--- src/rtl/mac_link_pkg.sv ---
// Shared widths and FSM state encoding for the MAC chip host-side driver.
package mac_link_pkg;

    localparam int unsigned OP_W  = 8;
    localparam int unsigned RES_W = 20;

    typedef enum logic [2:0] {
        IDLE,
        SHIFT,
        START,
        WAIT_FIN,
        CAPTURE,
        DONE
    } state_t;

endpackage

--- src/rtl/sipo_shift20.sv ---
// Serial-in parallel-out capture register; bits arrive LSB first and settle
// into their final positions after RES_W shifts.
module sipo_shift20
    import mac_link_pkg::*;
(
    input  logic             clock,
    input  logic             reset_n,
    input  logic             clear,
    input  logic             shift_en,
    input  logic             din,
    output logic [RES_W-1:0] q
);

    always_ff @(posedge clock or negedge reset_n) begin
        if (!reset_n) begin
            q <= '0;
        end else if (clear) begin
            q <= '0;
        end else if (shift_en) begin
            q <= {din, q[RES_W-1:1]};
        end
    end

endmodule

--- src/rtl/mac_host_driver.sv ---
// Host-side driver: serialises two operands to the MAC chip, pulses start,
// waits for finish and captures the 20-bit serial result plus carry.
module mac_host_driver
    import mac_link_pkg::*;
#(
    parameter int unsigned TIMEOUT = 255
) (
    input  logic             clock,
    input  logic             reset_n,
    input  logic             req_valid,
    output logic             req_ready,
    input  logic [OP_W-1:0]  op_a,
    input  logic [OP_W-1:0]  op_b,
    output logic             ser_a,
    output logic             ser_b,
    output logic             start,
    input  logic             finish_in,
    input  logic             res_bit_in,
    input  logic             carry_in,
    output logic             rsp_valid,
    input  logic             rsp_ready,
    output logic [RES_W-1:0] rsp_result,
    output logic             rsp_carry,
    output logic             rsp_error
);

    localparam int unsigned TW = (TIMEOUT < 2) ? 1 : $clog2(TIMEOUT);

    state_t          state;
    logic [OP_W-1:0] sh_a;
    logic [OP_W-1:0] sh_b;
    logic [4:0]      cnt;
    logic [TW-1:0]   timer;
    logic            accept;
    logic            cap_shift;

    assign req_ready = (state == IDLE);
    assign accept    = req_valid && req_ready;
    // The first finish cycle already carries result bit 0, so capture starts in WAIT_FIN.
    assign cap_shift = ((state == WAIT_FIN) && finish_in) || (state == CAPTURE);

    sipo_shift20 u_capture (
        .clock    (clock),
        .reset_n  (reset_n),
        .clear    (accept),
        .shift_en (cap_shift),
        .din      (res_bit_in),
        .q        (rsp_result)
    );

    always_ff @(posedge clock or negedge reset_n) begin
        if (!reset_n) begin
            state     <= IDLE;
            sh_a      <= '0;
            sh_b      <= '0;
            cnt       <= '0;
            timer     <= '0;
            ser_a     <= 1'b0;
            ser_b     <= 1'b0;
            start     <= 1'b0;
            rsp_valid <= 1'b0;
            rsp_carry <= 1'b0;
            rsp_error <= 1'b0;
        end else begin
            case (state)
                IDLE: begin
                    if (req_valid) begin
                        ser_a     <= op_a[0];
                        ser_b     <= op_b[0];
                        sh_a      <= op_a >> 1;
                        sh_b      <= op_b >> 1;
                        cnt       <= '0;
                        rsp_carry <= 1'b0;
                        rsp_error <= 1'b0;
                        state     <= SHIFT;
                    end
                end
                SHIFT: begin
                    if (cnt == 5'(OP_W - 1)) begin
                        ser_a <= 1'b0;
                        ser_b <= 1'b0;
                        start <= 1'b1;
                        state <= START;
                    end else begin
                        ser_a <= sh_a[0];
                        ser_b <= sh_b[0];
                        sh_a  <= sh_a >> 1;
                        sh_b  <= sh_b >> 1;
                        cnt   <= cnt + 5'd1;
                    end
                end
                START: begin
                    start <= 1'b0;
                    timer <= '0;
                    state <= WAIT_FIN;
                end
                WAIT_FIN: begin
                    if (finish_in) begin
                        rsp_carry <= carry_in;
                        cnt       <= '0;
                        state     <= CAPTURE;
                    end else if (timer == TW'(TIMEOUT - 1)) begin
                        rsp_error <= 1'b1;
                        rsp_valid <= 1'b1;
                        state     <= DONE;
                    end else begin
                        timer <= timer + 1'b1;
                    end
                end
                CAPTURE: begin
                    if (cnt == 5'(RES_W - 2)) begin
                        rsp_valid <= 1'b1;
                        state     <= DONE;
                    end else begin
                        cnt <= cnt + 5'd1;
                    end
                end
                DONE: begin
                    if (rsp_ready) begin
                        rsp_valid <= 1'b0;
                        state     <= IDLE;
                    end
                end
                default: state <= IDLE;
            endcase
        end
    end

endmodule
--- config.mk ---
export PLATFORM = sky130hd
export DESIGN_NAME = mac_host_driver
export DESIGN_NICKNAME = d
export VERILOG_FILES = /design/src/rtl/mac_link_pkg.sv /design/src/rtl/sipo_shift20.sv /design/src/rtl/mac_host_driver.sv
export SDC_FILE = /design/constraint.sdc
export NUM_CORES = 1
export LEC_CHECK = 0
export CAP_MARGIN = 30
export CORE_MARGIN = 3
export CORE_UTILIZATION = 30
export CTS_CLUSTER_SIZE = 30
export DETAILED_ROUTE_END_ITERATION = 8
export SYNTH_ARGS = -nofsm -noshare
export SYNTH_HDL_FRONTEND = slang
export SYNTH_SLANG_ARGS = --single-unit
export TNS_END_PERCENT = 10
--- constraint.sdc ---
create_clock -name clock -period 2.35 [get_ports clock]
set_input_delay 0.705 -clock clock [delete_from_list [all_inputs] [get_ports clock]]
set_output_delay 0.705 -clock clock [all_outputs]
set_load 0.01 [all_outputs]
==> impl_metrics.ini <==
[drt]
detail_route.first_pass.iterations = 4
post-route-drc-count = 0
antenna_violating_nets_post_route = 0
detail_route.vias_per_cell = 4.884
finalWirelength_um = 6205
route.detailed.wl_per_inst_um = 13.37
drtIter0Drc = 120
dr_vias = 2266

[critical_path]
kind_of_critical_path = reg -> out
timing.critical_path.max_delay_family = buffers and inverters
path_cells = nor3_1 -> clkdlybuf4s50_1
cp.required_ns = 1.64
crit-reg2reg-launch = cnt[1]
path_buf_inv = 1
crit_path_max_fanout = 2
slowest_delay_ns = 0.57
arrival_ns = 1.46
worst_r2r_endpoint = cnt[1]
cpMaxStageDelayCell = sky130_fd_sc_hd__clkdlybuf4s50_1
worst_setup_path_start_kind = flip-flop
worst_setup_path_end_kind = output pin
rr_worst_depth = 6
reg2reg_slack_ns = 0.47

[yosys]
netlist_instances = 302
netlist_top_cells_count = sky130_fd_sc_hd__nand2_1 (73), sky130_fd_sc_hd__dfrtp_1 (56), sky130_fd_sc_hd__o21ai_0 (27), sky130_fd_sc_hd__nor2_1 (24), sky130_fd_sc_hd__clkbuf_1 (13)
synth.top_cells.by_area = sky130_fd_sc_hd__dfrtp_1 (50%), sky130_fd_sc_hd__nand2_1 (9.8%), sky130_fd_sc_hd__o21ai_0 (4.8%)
synth.lib_cells_used.distinct = 50
synth_xor_area_share_pct = 0.6253
synth_nets = 329
ys_ff_latch = 56
postSynth.asyncResetShare_pct = 100.0
post_synth_mux_area_share_pct = 3.484
synth_simple_gate_area_share_pct = 22.69
synth_top_area_share_pct = 50.02
synth-seq-area-share_pct = 50.02
synth-adder-area-share_pct = 1.787
synth_enable_flop_cells = 0
synth_top_flop_cell = sky130_fd_sc_hd__dfrtp_1
synth.yosys.warnings = 0
most_frequently_used_cell_type_in_the_post_synthesis_netlist = sky130_fd_sc_hd__nand2_1
synth-compound-area-share_pct = 16.97
dominant_combinational_cell_family_by_area_after_synthesis = simple AND/OR/NAND/NOR gates
synth_area_leader_cell = sky130_fd_sc_hd__dfrtp_1
post_synth.cell_area_avg_um2 = 9.276
syn_area_um2 = 2801

[timing]
worst_pin_slew_ns = 0.5021
timing.final.max_slew_violations = 0
worst_slew_margin_rel_pct = 66.53
timing.final.setup_violations = 0
period_needed_ns = 2.162
finalHoldViolations = 0
skew_ns = 0.01258
rsz_0062_raised_after_global_routing = false
max_freq_ghz = 0.4625
layout_worst_path_cycle_share_pct = 92.01

[clock_network]
cts-hold-fix-buffers = 0
clk-insertion-delay-late_ns = 0.31
cts_max_path_buffers = 2
clkSlewWorstSetupHoldPaths_ns = 0.11
post_cts_gate_resize_count = 0
post_cts.repair.setup_buffers = 0
cts_tree = built
cts_made_buffers = 5
clockRootBuffer = sky130_fd_sc_hd__clkbuf_8
clock_sink_count = 56
htree_levels = 2

[floorplanning]
floorplan.core_area_um2 = 8891
floorplan.rows = 34
start_util_pct = 31.51
die-width_um = 102.6
floorplan.io_pins = 50
floorplan.die_area_um2 = 10530
die_boundary_height_um = 102.6

[layout]
nFillCells = 901
final_area_um2 = 3570
area_delta_synth_final_pct = 27.42
final_layout_size_suffix_gt1_share_pct = 11.52
final_net_count = 382
antenna-diode-count = 0

[power_and_ir_drop]
leakage_nw = 1.513
cellPowerDensity_nw_per_um2 = 1150
total_power_mw = 4.104
power.ir.vdd_worst_uv = 574.9

[job]
max_cap_violations = 0

[global_routing]
global_route.usage.met1_pct = 16.82
grt_pass1_wl_um = 10740
initial_antenna_violation_count = 0
grt_pass1_vias = 2257
gr_peak_layer = met2
grt_util_met3_pct = 2.571
met2_track_utilization_from_global_routing_pct = 21.45
gr-usage-all-layers_pct = 12.59
grt_start_max_net_pins = 41
globalRouteOverflowTotal = 0

[min_path]
worstHoldPathType = in -> async

[placed_design]
dp_hpwl_um = 4531
portBuffers = 49
dpl-instance-area_um2 = 3473
place.gp.congestion = 0.7566

[run_status]
outcome = complete, no violations
## cell usage in the layout, fill, tap and decap left out, drive strengths merged, types with 2 or more instances in the layout
master,count
a211oi,2
a21oi,5
a22o,2
a31oi,13
and2,2
and4bb,2
buf,17
clkbuf,5
clkdlybuf4s50,48
dfrtp,56
ha,4
inv,9
mux2,4
mux2i,4
nand2,73
nand2b,6
nand3,6
nand4,3
nor2,24
nor2b,4
nor3,2
nor3b,2
o211ai,4
o21ai,28
o2bb2ai,4
o41ai,2
or2,2
or3,3
xor2,2
## where the power goes
| group | internal, mW | switching, mW |
|---|---|---|
| clock network | 0.220 | 0.335 |
| registers | 1.30 | 0.234 |
| logic | 0.968 | 1.05 |
| total | 2.49 | 1.62 |
## registers in the layout, indices dropped and copies added (netlist names)
register / flops
start: 1
cnt: 5
rsp_carry: 1
sh_a: 7
timer: 8
state: 3
sh_b: 7
rsp_error: 1
ser_a: 1
u_capture.q: 20
rsp_valid: 1
ser_b: 1
## cells by family (layout without fill, tap and decap cells)
group | after synthesis | after routing
AOI/OAI and AO/OA | 69 | 69
xor gates and xnor gates | 2 | 2
adders and majority gates | 4 | 4
buffers and inverters | 27 | 81
DFF | 56 | 56
muxes | 8 | 8
and+or+nand+nor | 136 | 136
## through the flow
stage	utilization, %	setup TNS, ns	cells	worst slack [ns]	hold slack, ns
2_1_floorplan	-	0	302	0.4011	0.4094
3_3_place_gp	39.07	-0.2985	456	-0.02797	0.4598
3_5_place_dp	39.07	-0.5160	456	-0.05895	0.4701
4_1_cts	40.15	0	464	0.1412	0.3522
5_1_grt	40.15	0	464	0.06116	0.3596
6_report	40.15	0	464	0.1878	0.3413
## area by class of cell
type                       count  area [um2]  share of cell area (%)
multi-input combinational    219        1276                   35.75
inverter                       8       30.03                  0.8412
clock buffer                   5       68.82                   1.928
timing repair buffer          65       630.6                   17.67
tap                          108       135.1                   3.786
sequential                    56        1401                   39.26
clock inverter                 3       27.53                  0.7711
## routing by layer
metal  vias up  wire length (um)
met5         -                 0
met4         0                26
met3         4               241
met2        49              3034
met1      1064              2903
li1       1149                 -
## worst max path at each step
stage / start / end / slack, ns / depth (start not counted)
5_1_grt: state[1] / req_ready / 0.06 / 2
3_5_place_dp: req_valid / sh_a[4] / -0.06 / 6
6_report: state[1] / req_ready / 0.19 / 2
3_3_place_gp: req_valid / sh_a[3] / -0.03 / 6
4_1_cts: state[1] / req_ready / 0.14 / 2
2_1_floorplan: req_valid / sh_a[0] / 0.40 / 5
## worst reg2reg max path: stages, from the launching register on
cell and delay [ns]:
sky130_fd_sc_hd__dfrtp_1 0.42, sky130_fd_sc_hd__ha_1 0.23, sky130_fd_sc_hd__and4bb_2 0.31, sky130_fd_sc_hd__a211oi_1 0.24, sky130_fd_sc_hd__buf_4 0.16, sky130_fd_sc_hd__nand2_1 0.10
sky130_fd_sc_hd__mux2_2 0.31
Note: power is estimated with default switching activity, not from simulation.
